$ cat src/rtl/cross_ctrl_enc.sv
// Crossbar control encoder: turns an NUM_IN x NUM_IN one-hot control matrix back into
// per-output source indices, with column error flags and a permutation check.
module cross_ctrl_enc #(
    parameter int unsigned NUM_IN = 8,
    parameter int unsigned DW_IDX = 3,
    parameter int unsigned DW_CNT = 16
) (
    input  logic                       clk,
    input  logic                       rst,
    input  logic                       in_valid,
    output logic                       in_ready,
    input  logic [NUM_IN*NUM_IN-1:0]   ctrl,
    output logic                       out_valid,
    input  logic                       out_ready,
    output logic [NUM_IN*DW_IDX-1:0]   idx,
    output logic [NUM_IN-1:0]          col_err,
    output logic                       perm_ok,
    output logic [DW_CNT-1:0]          err_cnt
);

    localparam int unsigned NM = NUM_IN * NUM_IN;
    localparam int unsigned CW = $clog2(NUM_IN + 1);

    logic                     s1_valid;
    logic                     s2_valid;
    logic                     s1_adv;
    logic                     s2_adv;
    logic [NM-1:0]            s1_ctrl;
    logic [NUM_IN*DW_IDX-1:0] enc_idx;
    logic [NUM_IN-1:0]        enc_err;
    logic                     enc_dup;
    logic                     enc_perm;
    logic [CW-1:0]            col_cnt;

    // Stage advance: in_ready is combinational from out_ready through s2_adv.
    always_comb begin
        s2_adv    = !s2_valid || out_ready;
        s1_adv    = !s1_valid || s2_adv;
        in_ready  = s1_adv;
        out_valid = s2_valid;
    end

    // Column encode: descending row scan so the last write is the lowest set row.
    always_comb begin
        enc_idx  = '0;
        enc_err  = '0;
        enc_dup  = 1'b0;
        enc_perm = 1'b0;
        col_cnt  = '0;
        for (int j = 0; j < int'(NUM_IN); j++) begin
            col_cnt = '0;
            for (int i = int'(NUM_IN) - 1; i >= 0; i--) begin
                if (s1_ctrl[i*int'(NUM_IN)+j]) begin
                    col_cnt                      = col_cnt + CW'(1);
                    enc_idx[j*DW_IDX +: DW_IDX] = DW_IDX'(i);
                end
            end
            enc_err[j] = (col_cnt != CW'(1));
        end
        for (int a = 0; a < int'(NUM_IN); a++) begin
            for (int b = a + 1; b < int'(NUM_IN); b++) begin
                if (enc_idx[a*DW_IDX +: DW_IDX] == enc_idx[b*DW_IDX +: DW_IDX]) begin
                    enc_dup = 1'b1;
                end
            end
        end
        enc_perm = !(|enc_err) && !enc_dup;
    end

    // Raw matrix capture; contents are irrelevant while s1_valid is low.
    always_ff @(posedge clk) begin
        if (s1_adv && in_valid) begin
            s1_ctrl <= ctrl;
        end
    end

    always_ff @(posedge clk) begin
        if (rst) begin
            s1_valid <= 1'b0;
            s2_valid <= 1'b0;
            idx      <= '0;
            col_err  <= '0;
            perm_ok  <= 1'b0;
            err_cnt  <= '0;
        end else begin
            if (s1_adv) begin
                s1_valid <= in_valid;
            end
            if (s2_adv) begin
                s2_valid <= s1_valid;
                // A frame loads S2 exactly once, so the error count never double counts.
                if (s1_valid) begin
                    idx     <= enc_idx;
                    col_err <= enc_err;
                    perm_ok <= enc_perm;
                    if ((|enc_err) && (err_cnt != {DW_CNT{1'b1}})) begin
                        err_cnt <= err_cnt + DW_CNT'(1);
                    end
                end
            end
        end
    end

endmodule

$ cat config.mk
export PLATFORM = sky130hd
export DESIGN_NAME = cross_ctrl_enc
export DESIGN_NICKNAME = d
export VERILOG_FILES = /design/src/rtl/cross_ctrl_enc.sv
export SDC_FILE = /design/constraint.sdc
export NUM_CORES = 1
export LEC_CHECK = 0
export ABC_AREA = 1
export CAP_MARGIN = 10
export CORE_ASPECT_RATIO = 0.8
export CORE_MARGIN = 2
export CORE_UTILIZATION = 40
export CTS_CLUSTER_DIAMETER = 100
export DETAILED_ROUTE_END_ITERATION = 12
export PLACE_DENSITY = 0.63
export REMOVE_ABC_BUFFERS = 1
export SYNTH_ARGS = -nofsm -noshare
export SYNTH_HDL_FRONTEND = slang
export SYNTH_SLANG_ARGS = --single-unit
export TNS_END_PERCENT = 10
$ cat constraint.sdc
create_clock -name clk -period 6.7 [get_ports clk]
set_input_delay 0.67 -clock clk [delete_from_list [all_inputs] [get_ports clk]]
set_output_delay 0.67 -clock clk [all_outputs]
set_load 0.02 [all_outputs]
# == After elaboration in Yosys (flattened, before gate mapping) ==
# Cells that the tools add are included.
# W data, S select, Z words.
# word_totals
reg_bits,115
in_bits,68
out_inout_bits,51
word_cells,269
# classes
add_sub_neg,57
eq_ne,37
mux,156
reduce_logical,12
# ops
op,n
$add A4 B1 Y4 const B,56
$mux W4,56
$mux W3,64
$eq A3 B3 Y1,28
$mux W1,36
$ne A4 B1 Y1 const B,8
$add A16 B1 Y16 const B,1
$ne A16 B16 Y1 const B,1
$reduce_or A8 Y1,1
$logic_not A1 Y1,4
$logic_and A1 B1 Y1,3
$reduce_and A3 Y1,1
$logic_or A1 B1 Y1,2
$reduce_and A2 Y1,1

# == Longest topological paths before layout ==
# logic_depth
ltp_word,39
mapped_depth,34
depth_no_buf,33

# == Worst setup path after synthesis ==
# Ideal clock, no wire load.
# synth_timing
kind,register -> register
from,register s1_ctrl[49]
to,register err_cnt[13]
setup_ns,0.071
t_arrival_ns,4.408
t_required_ns,6.629
setup_slack_ns,2.221
path_stages_with_launch,34
n_path_buf,1
synth_period_minus_slack_ns,4.479
cell_sequence,edfxtp_1 -> inv_1 -> ha_1 -> inv_1 -> nand2_4 -> nand2_4 -> inv_1 -> ha_1 -> nand2_1 -> nand2_1 -> ha_1 -> or2_2 -> nand2_1 -> inv_1 -> ha_1 -> nand2_1 -> nand2_1 -> ha_1 -> or2_2 -> nand2_1 -> inv_1 -> ha_1 -> inv_1 -> nand2_1 -> nor2_1 -> nor2_1 -> nor2_2 -> nand2_2 -> nor2_4 -> nand2_4 -> nand2_4 -> buf_12 -> nand2_2 -> a21oi_2
# synth_via
elab_chain_len,17
# synth_lines
element,line_no,source
start: declaration,28,logic [NM-1:0] s1_ctrl;
start signal: assignment,73,s1_ctrl <= ctrl;
$mux W4 *,53,if (s1_ctrl[i*int'(NUM_IN)+j]) begin
$add A4 B1 Y4,54,col_cnt = col_cnt + CW'(1);
$mux W4 *,53,
$add A4 B1 Y4,54,
$mux W4 *,53,
$add A4 B1 Y4,54,
$mux W4 *,53,
$add A4 B1 Y4,54,
$mux W4 *,53,
$add A4 B1 Y4,54,
$mux W4 *,53,
$add A4 B1 Y4,54,
$mux W4 *,53,
$ne A4 B1 Y1 *,58,enc_err[j] = (col_cnt != CW'(1));
$reduce_or A8 Y1 *,96,if ((|enc_err) && (err_cnt != {DW_CNT{1'b1}})) begin
$logic_and A1 B1 Y1 *,96,
$reduce_and A3 Y1 (no source line) *,-,
end signal: assignment,97,err_cnt <= err_cnt + DW_CNT'(1);
end: declaration,18,output logic [DW_CNT-1:0] err_cnt
# Mark *: on every way between the ends. The rest lies on a longest branch, timed or not.
# A chain may end at the register's enable or synchronous reset.

# == Worst setup path after layout ==
# layout_timing
from,register s1_ctrl[57]
to,register err_cnt[3]
# layout_via
elab_chain_len,19
# layout_lines
element,line_no
$mux W1 *,53
$add A4 B1 Y4,54
$mux W4 *,53
$add A4 B1 Y4,54
$mux W4 *,53
$add A4 B1 Y4,54
$mux W4 *,53
$add A4 B1 Y4,54
[3 not listed],-
$add A4 B1 Y4,54
$mux W4 *,53
$add A4 B1 Y4,54
$mux W4 *,53
$ne A4 B1 Y1 *,58
$reduce_or A8 Y1 *,96
$logic_and A1 B1 Y1 *,96
$reduce_and A3 Y1 (no source line) *,-
# Marks and branches as above.

==> metrics.yaml <==
num_io_pins: 119
clkPwrFrac_pct: 36.3
tightest_slew_ns: 1.058
setup_viol: 0
die_area_um2: 25810
start_util_pct: 40.47
areaGrowthSynthToFinish_pct: 21.20
timing.slew.headroom_pct: 29.41
wl_per_cell_um: 12.86
vias: 9084
fin_tns_setup_ns: 0
seq_power_share_pct: 33.9
finalCoreUtilization_pct: 49.06
synthesis.area_um2: 9814
grt_max_degree: 64
post_cts_buffers: 0
drt-initial-drc-count: 415
cts_tree: "done"
powerDensity_nw_per_um2: 204.9
antenna_found_initial: 0
start_kind: "flip-flop"
cts_hold_buf: 0
fp.dieW_um: 179.1
ys_top_cells_by_area: "edfxtp_1 (20%), nand2_1 (14%), dfxtp_1 (10%)"
p_total_mw: 2.438
finalCritPeriodShare_pct: 75.19
synth_flop_cell: "edfxtp_1"
p_int_mw: 1.622
post-route-min-period_ns: 5.037
place_ws_ns: 1.691
drc: 0
synth.top_cell.area_share_pct: 19.58
fmax_ghz: 0.1985
grt.overflow.total: 0
setup_ws_ns: 1.663
hold_violations: 0
slowest_stage: "edfxtp_1"
core_area_um2: 24250
numCtsBuffers: 17
drv_cap: 0
clock-root-buffer: "clkbuf_16"
crit_required_ns: 7.04
yosysWarnings: 0
ant_nets: 0
rsz0062_at_grt: "false"
dpl.cell_count: 1843
post_cts_resized: 0
synth-edff-count: 64
run_status: "finished clean"
worstSkewPairLatency_ns: 0.43
viasPerCell: 4.845
layout.cells.non_filler: 1875
path_common_cell: "nand2_1"
port_buffers: 118
drt_wl_total_um: 24120
first_pass_iters: 6
p_leak_nw: 5.730
syn_inst: 1421
final_layout_size_suffix_gt1_share_pct: 10.66
cts_max_path_buffers: 2
synth.distinct_cells: 39
critPathArrivalTime_ns: 5.38
die_y_um: 144.1
clkTransAtPathRegs_ns: 0.06
track_usage_pct: 19.34
seq_area_frac_synth_pct: 29.98
htree_levels: 4
power_frac_comb_pct: 29.8
hold_path_class: "reg2reg"
cts_sinks: 115
synth.avg_cell_area_um2: 6.907
synthArstFlopShare_pct: 0
slew_violations: 0
fillers: 2399
p_sw_share_pct: 33.47
yosysMostFrequentCell: "nand2_1"
place_congestion: 0.8970
hpwl_um: 18330
cp_max_fo: 18
yosys-top-cells-count: "nand2_1 (368), inv_1 (227), nand3_1 (139)"
final_net_count: 1683
p_sw_mw: 0.8158
grt_pass1_vias: 8472
ir_drop_mv: 0.1899
worst_path_largest_cell_delay_ns: 0.43
n_antenna_cell: 0
fin_skew_ns: 0.009018
fp-row-count: 51
grt_pass1_wl_um: 39970
synth-seq-cells: 115
synth.largest_area_cell: "edfxtp_1"
end_kind: "flip-flop"
criticalPathCategory: "reg2reg"
path summary, 6_finish.rpt:
kind | startpoint | endpoint | slack [ns] | cells after the start
setup / recovery | s1_ctrl[57] | err_cnt[3] | 1.66 | 32
hold / removal | perm_ok | perm_ok | 0.50 | 2
hold reg to reg | perm_ok | perm_ok | 0.50 | 2
setup reg to reg | s1_ctrl[57] | err_cnt[3] | 1.66 | 32
state kept, by name, summed over array words and instances (netlist names):
signal,count
idx,24
perm_ok,1
s1_valid,1
err_cnt,16
s1_ctrl,64
col_err,8
out_valid,1
area by class of cell:
type,instances,area (um^2),area share (%)
Clock inverter,8,42.54,0.3576
Multi-Input combinational cell,1048,5886,49.48
Clock buffer,24,525.5,4.418
Tap cell,318,397.9,3.345
Inverter,243,912.1,7.668
Timing Repair Buffer,119,1189,9.993
Sequential cell,115,2943,24.74
metrics by stage:
stage | area, um^2 | hold WS, ns
detailed placement | 11330 | 0.4977
CTS | 11900 | 0.5082
floorplan | 9741 | 0.5386
global route | 11900 | 0.5137
finish | 11900 | 0.4972
global placement | 11330 | 0.4839
cells in the final DEF (no fill, tap or decap), drive strengths merged:
cell,count
a31o,1
o211ai,10
inv,244
o2111ai,1
dfxtp,51
xor2,31
nand2,427
nor3,11
clkinv,7
nand3,156
nand4,23
ha,71
or2,16
a31oi,2
buf,1
edfxtp,64
o31ai,4
a21oi,79
o21ai,52
clkbuf,24
a21boi,3
nand3b,6
nor2,107
a41oi,1
nor4,3
clkdlybuf4s50,118
xnor2,44
cell families after synthesis:
kind of cell | Yosys count | synth area share [%]
AO/OA/AOI/OAI | 153 | 9.192
XOR/XNOR | 75 | 6.693
adder cells (fa/ha/maj) | 71 | 9.051
buffers and inverters | 258 | 10.05
flip-flops | 115 | 29.98
AND/OR/NAND/NOR | 749 | 35.03
layer usage:
metal  global-route usage, %  routed length [um]  share of wire [%]  vias up
li1                        -                   -                  -     4823
met1                   26.22               12150                 50     4102
met2                   31.70               10790                 45      145
met3                   3.812                 987                4.1       14
met4                   4.626                 188               0.78        0
met5                       0                   0                  0        -
critical path, delay by kind of cell (launching register included):
kind / cells / cell delay [ns]
buffers and inverters: 6 / 0.39
DFF: 1 / 0.43
and+or+nand+nor: 19 / 2.38
adders and majority gates: 6 / 1.60
AOI/OAI and AO/OA: 1 / 0.13
power groups by stage:
stage | combinational [mW] | sequential (mW) | clock [mW]
2_1_floorplan | 0.519 | 0.848 | 0
3_3_place_gp | 0.712 | 0.840 | 0
3_5_place_dp | 0.726 | 0.840 | 0
4_1_cts | 0.732 | 0.826 | 0.910
5_1_grt | 0.844 | 0.831 | 0.939
6_report | 0.727 | 0.826 | 0.884
Note: power is estimated with default switching activity, not from simulation.
